### src/rtl/reset_sequencer.sv
// Reset sequencer: holds all subsystem resets, then releases them one at a time in index
// order, each release gated by a minimum gap and the subsystem's ready acknowledge.
// A soft-reset request accepted in RUN re-runs the whole sequence.
// Optional feature macro: RSTSEQ_ACK_TIMEOUT_EN (forces a missing acknowledge after
// ACK_TIMEOUT waiting cycles and raises a sticky ack_timeout_err).
module reset_sequencer #(
  parameter int unsigned NUM_STAGES    = 3,
  parameter int unsigned ASSERT_CYCLES = 16,
  parameter int unsigned GAP_CYCLES    = 4,
  parameter int unsigned CNT_W         = 8,
  parameter int unsigned ACK_TIMEOUT   = 64
) (
  input  logic                  clk,
  input  logic                  reset_n,
  input  logic                  soft_req,
  input  logic [NUM_STAGES-1:0] stage_ack,
  output logic [NUM_STAGES-1:0] stage_rst,
  output logic                  sys_ready,
  output logic                  busy,
  output logic                  soft_ack,
  output logic                  ack_timeout_err
);

  localparam int unsigned      IdxW     = (NUM_STAGES > 1) ? $clog2(NUM_STAGES) : 1;
  localparam logic [CNT_W-1:0] HoldLast = CNT_W'(ASSERT_CYCLES - 1);
  localparam logic [CNT_W-1:0] GapLast  = CNT_W'(GAP_CYCLES - 1);
  localparam logic [CNT_W-1:0] CntMax   = '1;
  localparam logic [IdxW-1:0]  IdxLast  = IdxW'(NUM_STAGES - 1);

  // Elaboration-time parameter range checks
  if (ASSERT_CYCLES < 1 || ASSERT_CYCLES >= 2 ** CNT_W) begin : g_bad_assert_cycles
    $error("ASSERT_CYCLES out of range");
  end
  if (GAP_CYCLES < 1 || GAP_CYCLES >= 2 ** CNT_W) begin : g_bad_gap_cycles
    $error("GAP_CYCLES out of range");
  end
  if (ACK_TIMEOUT < 1 || ACK_TIMEOUT >= 2 ** CNT_W) begin : g_bad_ack_timeout
    $error("ACK_TIMEOUT out of range");
  end

  typedef enum logic [1:0] {StHold, StRelease, StWaitAck, StRun} state_e;

  state_e                  state_q, state_d;
  logic [CNT_W-1:0]        cnt_q, cnt_d;
  logic [IdxW-1:0]         idx_q, idx_d;
  logic [NUM_STAGES-1:0]   stage_rst_q, stage_rst_d;
  logic [1:0]              sync_q;
  logic                    rst_sync;
  logic                    ack_seen;
  logic                    gap_ok;
  logic                    tmo_hit;
  logic                    soft_accept;

  // Reset synchroniser: assertion is immediate, release lands on the 2nd edge
  always_ff @(posedge clk or negedge reset_n) begin
    if (!reset_n) begin
      sync_q <= 2'b00;
    end else begin
      sync_q <= {sync_q[0], 1'b1};
    end
  end

  assign rst_sync    = ~sync_q[1];
  assign ack_seen    = stage_ack[idx_q];
  assign gap_ok      = (cnt_q >= GapLast);
  assign soft_accept = (state_q == StRun) && soft_req;

  // Next-state logic: hold, release one stage, wait gap+ack, run
  always_comb begin
    state_d     = state_q;
    cnt_d       = cnt_q;
    idx_d       = idx_q;
    stage_rst_d = stage_rst_q;
    soft_ack    = 1'b0;
    unique case (state_q)
      StHold: begin
        stage_rst_d = '1;
        if (cnt_q == HoldLast) begin
          cnt_d   = '0;
          idx_d   = '0;
          state_d = StRelease;
        end else begin
          cnt_d = cnt_q + 1'b1;
        end
      end
      StRelease: begin
        stage_rst_d[idx_q] = 1'b0;
        cnt_d              = '0;
        state_d            = StWaitAck;
      end
      StWaitAck: begin
        // Gap counter saturates so a very late ack never sees a wrapped count
        if (cnt_q != CntMax) begin
          cnt_d = cnt_q + 1'b1;
        end
        if (gap_ok && (ack_seen || tmo_hit)) begin
          cnt_d = '0;
          if (idx_q == IdxLast) begin
            state_d = StRun;
          end else begin
            idx_d   = idx_q + 1'b1;
            state_d = StRelease;
          end
        end
      end
      StRun: begin
        if (soft_req) begin
          soft_ack    = 1'b1;
          state_d     = StHold;
          cnt_d       = '0;
          idx_d       = '0;
          stage_rst_d = '1;
        end
      end
      default: begin
        state_d     = StHold;
        cnt_d       = '0;
        idx_d       = '0;
        stage_rst_d = '1;
      end
    endcase
  end

  // State registers; held at reset values while the synchronised reset is active
  always_ff @(posedge clk or negedge reset_n) begin
    if (!reset_n) begin
      state_q     <= StHold;
      cnt_q       <= '0;
      idx_q       <= '0;
      stage_rst_q <= '1;
    end else if (rst_sync) begin
      state_q     <= StHold;
      cnt_q       <= '0;
      idx_q       <= '0;
      stage_rst_q <= '1;
    end else begin
      state_q     <= state_d;
      cnt_q       <= cnt_d;
      idx_q       <= idx_d;
      stage_rst_q <= stage_rst_d;
    end
  end

`ifdef RSTSEQ_ACK_TIMEOUT_EN
  localparam logic [CNT_W-1:0] TmoLast = CNT_W'(ACK_TIMEOUT - 1);

  logic [CNT_W-1:0] tmo_q, tmo_d;
  logic             err_q, err_d;

  assign tmo_hit = (state_q == StWaitAck) && (tmo_q >= TmoLast);

  // Timeout counter runs only while waiting; error is sticky until reset or soft reset
  always_comb begin
    tmo_d = '0;
    err_d = err_q;
    if (state_q == StWaitAck) begin
      tmo_d = (tmo_q == CntMax) ? tmo_q : tmo_q + 1'b1;
    end
    if (tmo_hit && gap_ok && !ack_seen) begin
      err_d = 1'b1;
    end
    if (soft_accept) begin
      err_d = 1'b0;
    end
  end

  // Timeout state registers
  always_ff @(posedge clk or negedge reset_n) begin
    if (!reset_n) begin
      tmo_q <= '0;
      err_q <= 1'b0;
    end else if (rst_sync) begin
      tmo_q <= '0;
      err_q <= 1'b0;
    end else begin
      tmo_q <= tmo_d;
      err_q <= err_d;
    end
  end

  assign ack_timeout_err = err_q;
`else
  assign tmo_hit         = 1'b0;
  assign ack_timeout_err = 1'b0;
`endif

  assign stage_rst = stage_rst_q;
  assign sys_ready = (state_q == StRun);
  assign busy      = (state_q != StRun);

endmodule

### config.mk
export PLATFORM = sky130hd
export DESIGN_NAME = reset_sequencer
export DESIGN_NICKNAME = d
export VERILOG_FILES = /design/src/rtl/reset_sequencer.sv
export SDC_FILE = /design/constraint.sdc
export NUM_CORES = 1
export LEC_CHECK = 0
export ABC_AREA = 1
export BUFFER_PORTS_ARGS = -buffer_cell sky130_fd_sc_hd__buf_2
export CAP_MARGIN = 20
export CORE_ASPECT_RATIO = 1.5
export CORE_MARGIN = 2
export CORE_UTILIZATION = 50
export DETAILED_ROUTE_END_ITERATION = 8
export PLACE_DENSITY = 0.76
export SLEW_MARGIN = 20
export SYNTH_ARGS = -nofsm -noshare
export SYNTH_HDL_FRONTEND = slang
export SYNTH_SLANG_ARGS = --single-unit
### constraint.sdc
create_clock -name clk -period 1.93 [get_ports clk]
set_clock_uncertainty 0.2 [all_clocks]
set_input_delay 0.0965 -clock clk [delete_from_list [all_inputs] [get_ports clk]]
set_output_delay 0.0965 -clock clk [all_outputs]
set_load 0.01 [all_outputs]
---- Word-level counts from Yosys, hierarchy flattened ----
Cells that the tools add are included.
word-level totals
  flip-flop bits (word level) ............. 17
  input bits .............................. 6
  output and inout bits ................... 7
  word-level logic and storage cells ...... 59
cells by class
  $add $sub $neg .......................... 2
  $lt $le $gt $ge ......................... 3
  equality and inequality tests ........... 14
  muxes and demuxes ....................... 26
  bitwise gates (word level) .............. 2
  reduce and logical (&&, ||, !) cells .... 7
operators by type and width
  kind                                                               number
  two-way mux 8 bit                                                  5
  one-hot mux 8 bit (4 select lines)                                 1
  two-way mux 2 bit                                                  9
  inequality test 3 bit, second input constant                       4
  one-hot mux 3 bit (3 select lines)                                 1
  adder 8 x 1 -> 8 bit, second input constant                        1
  equality test 8 x 4 -> 1 bit, second input constant                1
  greater-or-equal comparator 8 x 2 -> 1 bit, second input constant  1
  inequality test 4 x 2 -> 1 bit, second input constant              2
  inequality test 8 bit, second input constant                       1
  one-hot mux 2 bit (4 select lines)                                 1
  equality test 2 bit, second input constant                         3
  two-way mux 3 bit                                                  2
  one-hot mux 2 bit (3 select lines)                                 1
  AND reduction 5 bit                                                1
  two-way mux 1 bit                                                  4
  inequality test 4 bit, second input constant                       1
  AND reduction 2 bit                                                2
  AND 3 bit                                                          1
  < comparator 2 x 3 -> 1 bit, second input constant                 1
  inverter 3 bit                                                     1
  AND reduction 3 bit                                                1
  adder 2 x 1 -> 2 bit, second input constant                        1
  binary-select mux 1 bit (select 2 bit)                             1
  6 further kinds                                                    7

---- Logic depth before layout (Yosys ltp) ----
Gate-level depths: netlist of run 1.
  depth in word-level cells ............... 8
  mapped depth ............................ 12
  mapped depth without buffers ............ 11

---- Worst setup path after synthesis of run 1 ----
Ideal clock, no wire load.
  path kind ............................... reg-to-reg
  start ................................... register cnt_q[0]
  end ..................................... register cnt_q[5]
  library setup time ...................... 0.113 ns
  arrival time ............................ 1.330 ns
  data required time ...................... 1.617 ns
  path slack .............................. 0.288 ns
  cell stages (with the launch flop) ...... 13
  path buffers ............................ 1
  period minus slack after synthesis ...... 1.642 ns
  cells stage by stage .................... dfrtp_1 > ha_1 > inv_1 > nand2_1 > nor2_1 > nand2_2 > nand3_2 > nand3_2 > buf_6 > nand2_2 > nand2_1 > nand2_1 > inv_1
on the way
  longest elaborated chain between the ends .. 5
  elaborated cells between the ends (all ways) .. 12
  those cells by class .................... 1 x add/sub; 1 x order compare; 3 x eq/ne; 5 x mux; 2 x reduce/logical
ends and longest elaborated chain
  what                                                                                line        source
  from (decl)                                                                         44          logic [CNT_W-1:0] cnt_q, cnt_d;
  from (signal assigned)                                                              138         cnt_q <= cnt_d;
  adder 8 x 1 -> 8 bit or greater-or-equal comparator 8 x 2 -> 1 bit (tied branches)  83, 94, 65
  two-way mux 8 bit or logical AND 1 bit (tied branches)                              93, 96
  two-way mux 8 bit                                                                   96          if (gap_ok && (ack_seen || tmo_hit)) begin
  one-hot mux 8 bit (4 select lines)                                                  75          unique case (state_q)
  two-way mux 8 bit                                                                   131         end else if (rst_sync) begin
Parallel ways exist; a longest one is shown, timed or not. The select of a mux whose other input is x is not followed.
A chain may end at the register's enable or synchronous reset.

---- Worst setup path after layout of run 1 ----
  start ................................... register cnt_q[0]
  end ..................................... register idx_q[0]
on the way
  longest elaborated chain between the ends .. 4
  elaborated cells between the ends (all ways) .. 6
  those cells by class .................... 1 x order compare; 3 x eq/ne; 2 x reduce/logical
ends and longest elaborated chain
  what                                        line  source
  greater-or-equal comparator 8 x 2 -> 1 bit  65    assign gap_ok = (cnt_q >= GapLast);
  logical AND 1 bit                           96
  inequality test 3 bit (no source line)      --
  AND reduction 5 bit (no source line) *      --
  to (signal assigned)                        139   idx_q <= idx_d;
  to (decl)                                   45    logic [IdxW-1:0] idx_q, idx_d;
Mark *: on every way between the ends. The rest lies on a longest branch, timed or not.

==> reports/qor.yml, run 1 <==
pwr:
  internal_power_w: 0.000492
  power_w: 0.000687
  power_leakage_nw: 0.706
  comb_power_share_pct: 15.9
  vdd_drop_max_mv: 0.371
  power_frac_seq_pct: 56.3
  clkPwrFrac_pct: 27.9
  p_sw_w: 0.000195
  p_sw_share_pct: 28.4
  power.density_nw_per_um2: 539
clock_network:
  cts_sinks: 17
  clk_pin_slew_ns: 0.10
  cts_buffers: 3
  clk_latency_ns: 0.29
  htree_num_levels: 1
  cts_tree: "yes"
  root_buffer: "clkbuf_4"
  clockBufferDepth: 2
timing:
  drv_slew: 0
  hold_violations: 0
  setup_tns_ns: 0
  timing.final.crit_share_pct: 93.2
  finalCriticalPeriod_ns: 1.80
  max_freq_mhz: 556
  rsz0062_at_grt: "no"
  setup_viol: 0
floorplan:
  boundaryPins: 13
  die_area_um2: 2690
  start_util_pct: 51.6
  fp.dieH_um: 62.5
  fp.dieW_um: 43.0
  rows: 21
  coreArea_um2: 2210
routing:
  wirelength_um: 2370
  drc: 0
  antenna_left: 0
  vias: 1031
  vias_per_cell: 5.10
  first_iter_violations: 29
  wire_per_inst_um: 11.7
  dr.pass1.iters: 4
yosys:
  syn_area_um2: 1140
  synthTopCellsByArea: "dfrtp_1 31%, nand2_1 17%, inv_1 8.9%, dfstp_2 6.9%, ha_1 4.4%"
  syn_area_per_cell_um2: 6.95
  ys_ff_latch: 17
  yosys.area.top_type_share_pct: 30.7
  yosysWarnings: 0
  synthArstFlopShare_pct: 100
  synth_fp_nets: 174
  syn_inst: 164
  synth.distinct_cells: 26
  synthFlopType: "dfrtp_1"
  ys_seq_area_share_pct: 37.7
  synth-edff-count: 0
  yosys.area.top_type: "dfrtp_1"
placed_design:
  dp.cells: 196
  place_hpwl_um: 1900
  numPortBuffers: 11
  globalplace.congestion: 0.886
global_routing:
  antenna_found_initial: 0
  grt_pass1_wl_um: 4420
  grt_pass1_vias: 1083
  grt_max_degree: 18
  grt_usage_pct: 21.0
  grt_overflow: 0
worst_setup_path:
  start_kind: "flip-flop"
  arrival_ns: 1.78
  crit_slowest_cell: "dfrtp_1"
  cp-startpoint: "cnt_q[0]"
  worstSetupPathType: "reg -> reg"
  crit_family: "simple AND/OR/NAND/NOR gates"
  timing.rr.start: "cnt_q[0]"
  timing.critical_path.buf_inv: 1
  required_ns: 1.91
  critical_path.max_fanout: 4
  max_stage_delay_ns: 0.41
  end_kind: "flip-flop"
  path_cells: "ha_2 > nand2_1 > nor2_2 > inv_1 > nor2_4 > nor2_1 > nand2_2 > nand3_2 > nand2_1 > o21ai_1"
  crit_top_cell: "nand2_1"
final_layout:
  fin_util_pct: 57.8
  syn_to_final_growth_pct: 12.0
  drive_gt1_share_pct: 21.2
  antenna_cells: 0
  stdcell_count: 202
  nets: 190
hold_path:
  hp-class: "in -> async"
flow_run:
  drv_cap: 0
run_status:
  status: "completed"
==> state kept, by name, summed over array words and instances (netlist names) <==
name       flops
state_q        2
cnt_q          8
sync_q         2
idx_q          2
stage_rst      3
==> worst reg2reg max path: stages, from the launching register on <==
cell     delay, ns
dfrtp_1       0.41
ha_2          0.21
nand2_1       0.09
nor2_2        0.14
inv_1         0.11
nor2_4        0.13
nor2_1        0.06
nand2_2       0.08
nand3_2       0.11
nand2_1       0.08
o21ai_1       0.06
==> Yosys cell counts, drive strengths merged, types with 2 or more instances <==
| library cell | instances |
|---|---|
| nand2 | 59 |
| inv | 29 |
| nor2 | 15 |
| dfrtp | 14 |
| nand3 | 14 |
| o21ai | 6 |
| ha | 4 |
| nand4 | 4 |
| buf | 3 |
| dfstp | 3 |
| a21oi | 2 |
| clkinv | 2 |
| conb | 2 |
| nand3b | 2 |
| nor3 | 2 |
==> through the flow <==
stage	setup slack (ns)	area, µm²	hold WS (ns)
finish	0.131	1280	0.0422
CTS	0.102	1250	0.0585
detailed placement	0.117	1210	-0.159
global placement	0.182	1210	-0.164
global route	0.0106	1280	0.0785
floorplan	0.288	1140	-0.399
==> layout by cell type (no fill, tap or decap), types with 4 or more instances in the layout <==
master	n
nand2_2	7
o21ai_0	4
nand4_1	4
buf_2	11
nor2_1	12
nand3_1	9
nand2_1	52
dfrtp_1	14
inv_1	27
==> power groups by stage <==
stage / clock, W / sequential [W] / combinational [W]
floorplan: 0 / 0.000388 / 0.0000761
global placement: 0 / 0.000392 / 0.000100
detailed placement: 0 / 0.000393 / 0.000103
CTS: 0.000198 / 0.000386 / 0.000107
global route: 0.000218 / 0.000389 / 0.000128
finish: 0.000192 / 0.000387 / 0.000109
==> worst paths after layout <==
path                                      to  slack, ns  cells after the start
worst max-delay path                idx_q[0]       0.13                     10
worst min-delay path                cnt_q[7]       0.04                      2
worst max register to register      idx_q[0]       0.13                     10
worst min register to register     sync_q[1]       0.16                      0
max in group asynchronous       stage_rst[1]       1.18                      2
min in group clk                   sync_q[1]       0.16                      0
==> kinds of logic after synthesis <==
family | share of synthesized area [%]
simple gates | 39.3
buf+inv | 12.5
flops | 37.7
compound gates | 5.49
fa+ha+maj | 4.39
other cells | 0.659
==> repair_timing <==
item                                    CTS  global route
hold buffers                              2             0
endpoints found under the hold margin    18             0
endpoints found under the setup margin    0             9
setup buffers                             0             0
gates resized for setup                   0             5
==> cell type report <==
cell class	count	area [µm²]
Clock buffer	4	26.3
Fill cell	220	931
Inverter	31	119
Multi-Input combinational cell	113	591
Sequential cell	17	429
Tap cell	23	28.8
Timing Repair Buffer	14	82.6
==> per-layer routing <==
layer  up-vias  share of wire [%]  GRT usage [%]
met1       471                 41           23.7
met2        26                 56           37.3
met3         4                2.4           2.02
met5         -                  0              0
met4         0                1.4           11.4
li1        530                  -              -
Power figures use the tool's default switching activity.
==> run 2: changes to the inputs <==
--- a/config.mk
+++ b/config.mk
@@ -12,7 +12,7 @@
 export CORE_MARGIN = 2
 export CORE_UTILIZATION = 50
 export DETAILED_ROUTE_END_ITERATION = 8
-export PLACE_DENSITY = 0.76
+export PLACE_DENSITY = 0.75
 export SLEW_MARGIN = 20
 export SYNTH_ARGS = -nofsm -noshare
 export SYNTH_HDL_FRONTEND = slang
==> run 2 against run 1 <==
Global-route usage down 0.96 points. Critical path depth unchanged. Maximum frequency up 1.7%. Non-clock buffer count unchanged. Register-to-register slack better by 0.03 ns.
==> reports/qor.yml, run 2 (synthesized netlist as in run 1, its figures left out) <==
worst_setup_path:
  worstSetupPathType: "reg -> reg"
  rr_endpoint: "idx_q[0]"
  required_ns: 1.92
  r2r_setup_slack_ns: 0.16
  max_stage_delay_ns: 0.40
  crit_slowest_cell: "dfrtp_1"
  path_cells: "ha_2 > nand2_1 > nor2_2 > inv_1 > nor2_2 > nor2_1 > nand2_2 > nand3_2 > nand2_1 > o21ai_1"
  cp-startpoint: "cnt_q[0]"
  end_kind: "flip-flop"
  critical_path.max_fanout: 4
  timing.rr.start: "cnt_q[0]"
  arrival_ns: 1.75
  reg2reg_depth: 10
  start_kind: "flip-flop"
  crit_end: "idx_q[0]"
global_routing:
  grt_pass1_wl_um: 4220
  grt_pass1_vias: 1074
  grt_max_degree: 18
  grt_usage_pct: 20.1
  antenna_found_initial: 0
  grt_overflow: 0
routing:
  vias_per_cell: 5.23
  wire_per_inst_um: 12.2
  wirelength_um: 2470
  first_iter_violations: 26
  drc: 0
  dr.pass1.iters: 4
  antenna_left: 0
  vias: 1056
clock_network:
  clockBufferDepth: 2
  clk_latency_ns: 0.30
  htree_num_levels: 1
  clk_pin_slew_ns: 0.10
  cts_tree: "yes"
  cts_setup_buffers: 0
  cts_sinks: 17
  root_buffer: "clkbuf_4"
  cts_buffers: 3
timing:
  drv_slew: 0
  finalCriticalPeriod_ns: 1.77
  setup_viol: 0
  timing.final.crit_share_pct: 91.6
  hold_violations: 0
  max_freq_mhz: 566
  rsz0062_at_grt: "no"
  hold-worst-slack_ns: 0.0297
  setup_tns_ns: 0
final_layout:
  register_area_um2: 429
  antenna_cells: 0
  drive_gt1_share_pct: 21.8
  final_common_cell: "nand2_1"
  top_register: "cnt_q"
  largest_reg_flops: 8
  fillers: 213
  mostFrequentLayoutCells: "52 x nand2_1, 27 x inv_1, 14 x dfrtp_1, 11 x nor2_1, 11 x buf_2"
  nets: 190
  multi_input_area_um2: 588
  syn_to_final_growth_pct: 11.7
floorplan:
  die_area_um2: 2690
  coreArea_um2: 2210
  start_util_pct: 51.6
  fp.dieW_um: 43.0
  fp.dieH_um: 62.5
  rows: 21
  boundaryPins: 13
placed_design:
  place_hpwl_um: 1960
  globalplace.congestion: 0.874
  numPortBuffers: 11
pwr:
  power.density_nw_per_um2: 546
  power_leakage_nw: 0.707
  vdd_drop_max_mv: 0.311
run_status:
  status: "completed"
hold_path:
  hp-class: "in -> async"
flow_run:
  drv_cap: 0
-- run 2: area by class of cell --
type / count / share of cell area (%)
Tap cell: 23 / 2.26
Clock buffer: 4 / 2.06
Multi-Input combinational cell: 113 / 46.2
Inverter: 31 / 9.33
Sequential cell: 17 / 33.7
Timing Repair Buffer: 14 / 6.48
-- run 2: critical path, delay by kind of cell, from the launching register on --
kind	cells	cell delay, ns
buffers and inverters	1	0.08
flip-flops	1	0.40
adder cells (fa/ha/maj)	1	0.21
AO/OA/AOI/OAI	1	0.06
AND/OR/NAND/NOR	7	0.70
-- run 2: how the worst min path moves through the flow --
stage	slack, ns	end
after floorplan	-0.40	cnt_q[0]
after global placement	-0.16	cnt_q[5]
after detailed placement	-0.16	cnt_q[5]
after CTS	0.05	cnt_q[5]
after global routing	0.07	cnt_q[5]
final	0.03	sync_q[0]
-- run 2: where the power goes --
group          switching, W  total [W]  leakage (nW)  internal (W)
sequential        0.0000145   0.000386         0.219      0.000371
combinational     0.0000713   0.000112         0.473     0.0000405
clock              0.000117   0.000197        0.0150     0.0000806
-- run 2: through the flow --
| step | cell area, µm² | power, W | setup WS, ns | std cells | utilization, % |
|---|---|---|---|---|---|
| 2_1_floorplan | 1140 | 0.000464 | 0.288 | 164 | - |
| 3_3_place_gp | 1210 | 0.000493 | 0.164 | 196 | 54.7 |
| 3_5_place_dp | 1210 | 0.000498 | 0.117 | 196 | 54.7 |
| 4_1_cts | 1250 | 0.000698 | 0.101 | 202 | 56.8 |
| 5_1_grt | 1270 | 0.000730 | 0.00499 | 202 | 57.7 |
| 6_report | 1270 | 0.000695 | 0.162 | 202 | 57.7 |
-- run 2: layer usage --
layer	global-route usage (%)	share of wire, %
met5	0	0
met4	11.4	2.9
met3	2.31	3.4
met2	37.5	56
met1	20.3	37
-- run 2: repair_timing --
action,CTS,global route
hold endpoints to repair,18,0
gates resized for setup,0,5
setup endpoints to repair,0,10
hold buffers,2,0
